$ cat config.mk
export PLATFORM = sky130hd
export DESIGN_NAME = penc_seq_arb
export DESIGN_NICKNAME = d
export VERILOG_FILES = /design/src/rtl/penc_seq_arb_pkg.sv /design/src/rtl/penc_rr_pick.sv /design/src/rtl/penc_seq_arb.sv
export SDC_FILE = /design/constraint.sdc
export NUM_CORES = 1
export LEC_CHECK = 0
export ABC_CLOCK_PERIOD_IN_PS = 1950
export CAP_MARGIN = 20
export CORE_MARGIN = 2
export CORE_UTILIZATION = 46
export DETAILED_ROUTE_END_ITERATION = 16
export GPL_TIMING_DRIVEN = 0
export HOLD_SLACK_MARGIN = 0.02
export PLACE_DENSITY_LB_ADDON = 0.1
export SLEW_MARGIN = 10
export SYNTH_ARGS = -nofsm -noshare
export SYNTH_HDL_FRONTEND = slang
export SYNTH_SLANG_ARGS = --single-unit
$ cat constraint.sdc
create_clock -name clk -period 1.95 [get_ports clk]
set_clock_uncertainty 0.1 [all_clocks]
set_input_delay 0.4875 -clock clk [delete_from_list [all_inputs] [get_ports clk]]
set_output_delay 0.4875 -clock clk [all_outputs]
set_load 0.03 [all_outputs]
$ cat src/rtl/penc_seq_arb_pkg.sv
// penc_seq_arb_pkg
//   Shared definitions for the sequential priority-encoder arbiter.
//   - PENC_MODE_MIN/MAX/RR/RSVD : raw MODE port encodings (also used by the bench)
//   - penc_mode_e               : internal selection mode after folding RSVD onto MIN
//   - decode_mode()             : MODE port value -> penc_mode_e
package penc_seq_arb_pkg;

  localparam logic [1:0] PENC_MODE_MIN  = 2'b00;
  localparam logic [1:0] PENC_MODE_MAX  = 2'b01;
  localparam logic [1:0] PENC_MODE_RR   = 2'b10;
  localparam logic [1:0] PENC_MODE_RSVD = 2'b11;

  typedef enum logic [1:0] {
    SEL_MIN = 2'b00,
    SEL_MAX = 2'b01,
    SEL_RR  = 2'b10
  } penc_mode_e;

  // The reserved encoding behaves exactly like MIN.
  function automatic penc_mode_e decode_mode(input logic [1:0] m);
    case (m)
      PENC_MODE_MAX:                 return SEL_MAX;
      PENC_MODE_RR:                  return SEL_RR;
      PENC_MODE_MIN, PENC_MODE_RSVD: return SEL_MIN;
      default:                       return SEL_MIN;
    endcase
  endfunction

endpackage

$ cat src/rtl/penc_rr_pick.sv
// penc_rr_pick
//   Combinational index picker for penc_seq_arb.
//   Ports:
//     x_i      [OPT-1:0]  request vector
//     mode_i   [1:0]      MODE encoding (MIN / MAX / RR, RSVD acts as MIN)
//     rr_ptr_i [LEN-1:0]  last round-robin winner
//     idx_o    [LEN-1:0]  selected index (0 when x_i is empty)
//     any_o               x_i has at least one bit set
//   RR is two lowest-first chains: requests strictly above rr_ptr first, and the
//   plain lowest-set chain as the wrap-around fallback (this also covers the
//   case where rr_ptr alone is requesting).
module penc_rr_pick
  import penc_seq_arb_pkg::*;
#(
  parameter  int LEN = 4,
  localparam int OPT = 2**LEN
) (
  input  logic [OPT-1:0] x_i,
  input  logic [1:0]     mode_i,
  input  logic [LEN-1:0] rr_ptr_i,
  output logic [LEN-1:0] idx_o,
  output logic           any_o
);

  logic [OPT-1:0] above;
  logic [OPT-1:0] masked;
  logic [LEN-1:0] lo_idx, hi_idx, rr_lo_idx, rr_idx;

  always_comb begin
    lo_idx    = '0;
    hi_idx    = '0;
    rr_lo_idx = '0;
    above     = '0;
    masked    = '0;
    rr_idx    = '0;

    // Lowest set: scan downward so the last hit is the smallest index.
    for (int i = OPT-1; i >= 0; i--)
      if (x_i[i]) lo_idx = LEN'(i);
    // Highest set: scan upward so the last hit is the largest index.
    for (int i = 0; i < OPT; i++)
      if (x_i[i]) hi_idx = LEN'(i);

    for (int i = 0; i < OPT; i++)
      above[i] = (LEN'(i) > rr_ptr_i);
    masked = x_i & above;

    for (int i = OPT-1; i >= 0; i--)
      if (masked[i]) rr_lo_idx = LEN'(i);
    rr_idx = (|masked) ? rr_lo_idx : lo_idx;

    case (decode_mode(mode_i))
      SEL_MAX: idx_o = hi_idx;
      SEL_RR:  idx_o = rr_idx;
      default: idx_o = lo_idx;
    endcase
  end

  assign any_o = |x_i;

endmodule

$ cat src/rtl/penc_seq_arb.sv
// penc_seq_arb
//   Registered, valid/ready-handshaked priority encoder with runtime mode
//   select (lowest index, highest index, round-robin). One output stage,
//   latency 1, no skid buffer.
//   Ports:
//     clk, rst_n          clock, async active-low reset
//     X [OPT-1:0]         request vector
//     MODE [1:0]          00 MIN, 01 MAX, 10 RR, 11 MIN; sampled with X
//     in_valid/in_ready   input handshake (in_ready = !out_valid || out_ready)
//     Y [LEN-1:0]         registered selected index
//     Y_ANY               registered "captured X was non-empty"
//     out_valid/out_ready output handshake
//     Y_OH [OPT-1:0]      registered one-hot of Y (only when PENC_ONEHOT_EN defined)
//   Build macro: PENC_ONEHOT_EN adds the Y_OH port and its register.
module penc_seq_arb
  import penc_seq_arb_pkg::*;
#(
  parameter  int LEN = 4,
  localparam int OPT = 2**LEN
) (
  input  logic           clk,
  input  logic           rst_n,
  input  logic [OPT-1:0] X,
  input  logic [1:0]     MODE,
  input  logic           in_valid,
  output logic           in_ready,
  output logic [LEN-1:0] Y,
  output logic           Y_ANY,
  output logic           out_valid,
  input  logic           out_ready
`ifdef PENC_ONEHOT_EN
  ,
  output logic [OPT-1:0] Y_OH
`endif
);

  typedef struct packed {
    logic           any;
    logic [LEN-1:0] idx;
  } res_t;

  logic [LEN-1:0] pick_idx;
  logic           pick_any;
  logic           cap;

  res_t           res_q, res_d;
  logic           vld_q, vld_d;
  logic [LEN-1:0] rr_ptr_q, rr_ptr_d;

  penc_rr_pick #(.LEN(LEN)) u_pick (
    .x_i      (X),
    .mode_i   (MODE),
    .rr_ptr_i (rr_ptr_q),
    .idx_o    (pick_idx),
    .any_o    (pick_any)
  );

  assign in_ready = !vld_q || out_ready;
  assign cap      = in_valid && in_ready;

  always_comb begin
    vld_d    = vld_q;
    res_d    = res_q;
    rr_ptr_d = rr_ptr_q;
    if (cap) begin
      // A capture also covers the drain-and-refill case: the new result
      // overwrites the one leaving this edge and valid stays high.
      vld_d     = 1'b1;
      res_d.any = pick_any;
      res_d.idx = pick_idx;
      // Only a real RR grant advances the pointer; empty vectors and
      // MIN/MAX transfers leave it where it was.
      if (pick_any && decode_mode(MODE) == SEL_RR) rr_ptr_d = pick_idx;
    end else if (out_ready) begin
      vld_d = 1'b0;
    end
  end

  always_ff @(posedge clk or negedge rst_n) begin
    if (!rst_n) begin
      vld_q    <= 1'b0;
      res_q    <= '0;
      rr_ptr_q <= '1;
    end else begin
      vld_q    <= vld_d;
      res_q    <= res_d;
      rr_ptr_q <= rr_ptr_d;
    end
  end

  assign out_valid = vld_q;
  assign Y         = res_q.idx;
  assign Y_ANY     = res_q.any;

`ifdef PENC_ONEHOT_EN
  logic [OPT-1:0] oh_q, oh_d;

  always_comb begin
    oh_d = oh_q;
    if (cap) oh_d = pick_any ? (OPT'(1) << pick_idx) : '0;
  end

  always_ff @(posedge clk or negedge rst_n) begin
    if (!rst_n) oh_q <= '0;
    else        oh_q <= oh_d;
  end

  assign Y_OH = oh_q;
`endif

endmodule

==> metrics <==
P&R area growth vs syn 48.0%; Seq/Total Area, Yosys about a fifth; Post-Syn Area around 1300 um2; Row Count 19; Clk pwr share about an eighth; FF-to-FF End Y[3]; worst reg-to-reg path cell count 7; Worst Setup SP rr_ptr_q[2]; CTS Buf Count 3; fin util 70.5%; unrepaired setup endpoints after global routing true; vias in the first global route between 1,500 and 2,000; class of the worst hold path flop to flop; Slew @ Worst Pin roughly 0.45 ns; CTS tree built; Die Height roughly 57 um; Max Cap Viol 0; CP max FO 10; first-pass GRT wire length approximately 7000 um; clock latency on the worst-skew pair 0.26 ns; dpl hpwl 3050 um; Post-synth EDFFs 0; logic gate share of total power roughly two thirds; Peak VDD IR 693 uV; failing checks negative setup slack; final wirelength 4080 um; DRC 0; gr usage total 27.6%; CP arrival about 2.4 ns; part of the power in registers a little over a fifth; gp weighted congestion between 0.9 and 1; GRT overflow 0; Vias/cell between 6 and 7; area occupied by multi-input gates 1050 um2; initial DRC count 85; CTS Hold Bufs 0; I/O Pins 29; Sequential cell area roughly 260 um2; Setup WS post-layout -0.368 ns; power density cells approximately 740 nW/um2; Die Width 57.0 um; pin count of the biggest net entering global routing 11; # diodes 0; # fillers between 200 and 250; Net Count, Synth 190; pins over their slew limit 0; final hold vios 0; Sw Share 41.3%; Final Cell Area between 1500 and 2000 um2; YS warnings 0; Core Footprint 2710 um2; crit path capture type flop; sw power 583 uW; share of synthesized registers carrying an async set or reset 100%; post-synth cell types about 60; post-route ant nets 0; total number of vias roughly 1,500; Clock Sinks 10; initial core utilization a little under half; Finished Layout Cells 240; DR pass1 iterations 4; Clk pin slew, worst setup/hold paths ~0.070 ns; FMAX 431 MHz; P_leak just under 0.0008 uW; crit path launch type flop; setup slack, reg-to-reg -0.37 ns; total die area approximately 3200 um2; DP Cell Count between 200 and 250; H-Tree Depth 1; Setup Viol. Count Final 8; Place WS -0.853 ns; Seq cells post-synth 10; Mean Syn Cell Area 7.77 um2; Slew HR between 60% and 70%; Longest Clk Path Bufs 2; layout cell share with drive strength beyond 1 31.1%; routed len/inst 17.0 um; TNS Setup -2.56 ns; Critical Path End Y[3]; final worst path period share 119%; DP Area approximately 1600 um2; Worst Path Required about 2 ns; reg2reg start rr_ptr_q[2]; status finished, violations left; internal power just over 800 uW; initial antenna violation count 0; minimum clock period 2.32 ns; clk root buf clkbuf_4; IO Port Bufs 26; Worst Setup Path Type flop to flop; Nets 234; main flop type after synthesis dfrtp_1; Synth Instances 166
sequential cells by signal, indices dropped and copies added (netlist names):
register,count
Y,4
rr_ptr_q,4
out_valid,1
Y_ANY,1
layout make-up:
class,count,share of cell area (%)
clock buffers,4,1.90
repair buffers,40,19.0
plain buffers,8,5.50
flip-flops and latches,10,13.4
inverters,15,2.95
well taps,31,2.03
multi-input cells,132,55.2
power groups by stage:
stage | Combinational [uW] | Sequential, uW | Clock (uW)
floorplan | 476 | 335 | 0
global placement | 714 | 298 | 0
detailed placement | 730 | 300 | 0
CTS | 864 | 309 | 190
global route | 974 | 320 | 199
finish | 913 | 311 | 188
metal layers:
metal | vias up | share of wire (%) | global-route usage, %
met5 | - | 0 | 0
met4 | 0 | 3.3 | 11.6
met3 | 14 | 6.4 | 3.17
met2 | 71 | 49 | 47.0
met1 | 696 | 41 | 35.3
li1 | 726 | - | -
through the flow:
stage | hold slack [ns] | power, uW
finish | 0.381 | 1410
global route | 0.402 | 1490
CTS | 0.384 | 1360
detailed placement | 0.369 | 1030
global placement | 0.362 | 1010
floorplan | 0.0919 | 811
how the worst min path moves through the flow:
stage	startpoint	cells after the start	to
5_1_grt	Y[0]	2	Y[0]
3_3_place_gp	Y_ANY	2	Y_ANY
3_5_place_dp	Y[0]	2	Y[0]
2_1_floorplan	rst_n	0	Y[0]
4_1_cts	Y[0]	2	Y[0]
6_report	Y_ANY	2	Y_ANY
cells by family after synthesis:
logic type      count (synthesis)  synth area share (%)
compound gates                 68                  38.7
fa+ha+maj                       3                  2.72
buf+inv                        24                  11.4
flops                          10                  19.8
mux                             2                  1.75
simple gates                   59                  25.6
what timing repair did:
| item | CTS | global route |
|---|---|---|
| resized for setup | 42 | 13 |
| pin swaps | 17 | 7 |
| setup endpoints to repair | 10 | 9 |
| setup buffers | 12 | 2 |
synthesized netlist by cell type (3+ instances only):
cell type	instances	area share, %
nand2_1	17	4.9
inv_1	15	4.4
a21oi_1	13	5.0
nor2_1	11	3.2
o21ai_0	10	3.9
dfrtp_1	6	12
dfstp_2	4	8.1
nand2b_1	4	1.9
nor3_1	4	1.6
nor4_1	4	1.9
o31ai_1	4	2.3
a211oi_1	3	1.7
a31oi_1	3	1.5
buf_6	3	2.6
clkbuf_8	3	3.2
nand3_1	3	1.2
o22ai_1	3	1.5
worst max-delay path, stage by stage, from the launching register on:
cell       delay (ns)
dfstp_2          0.59
buf_8            0.16
nand4_4          0.11
a2bb2oi_2        0.18
nand4b_1         0.25
o31a_2           0.40
a2bb2oi_2        0.16
mux2_4           0.26
cells in the final DEF, fill, tap and decap left out, types with 6 or more instances in the layout:
| cell type | n |
|---|---|
| a21oi_1 | 13 |
| buf_4 | 13 |
| clkdlybuf4s50_1 | 13 |
| dfrtp_1 | 6 |
| dlygate4sd2_1 | 11 |
| inv_1 | 14 |
| nand2_1 | 16 |
| nor2_1 | 9 |
| o21ai_0 | 6 |
Note: power is estimated with default switching activity, not from simulation.
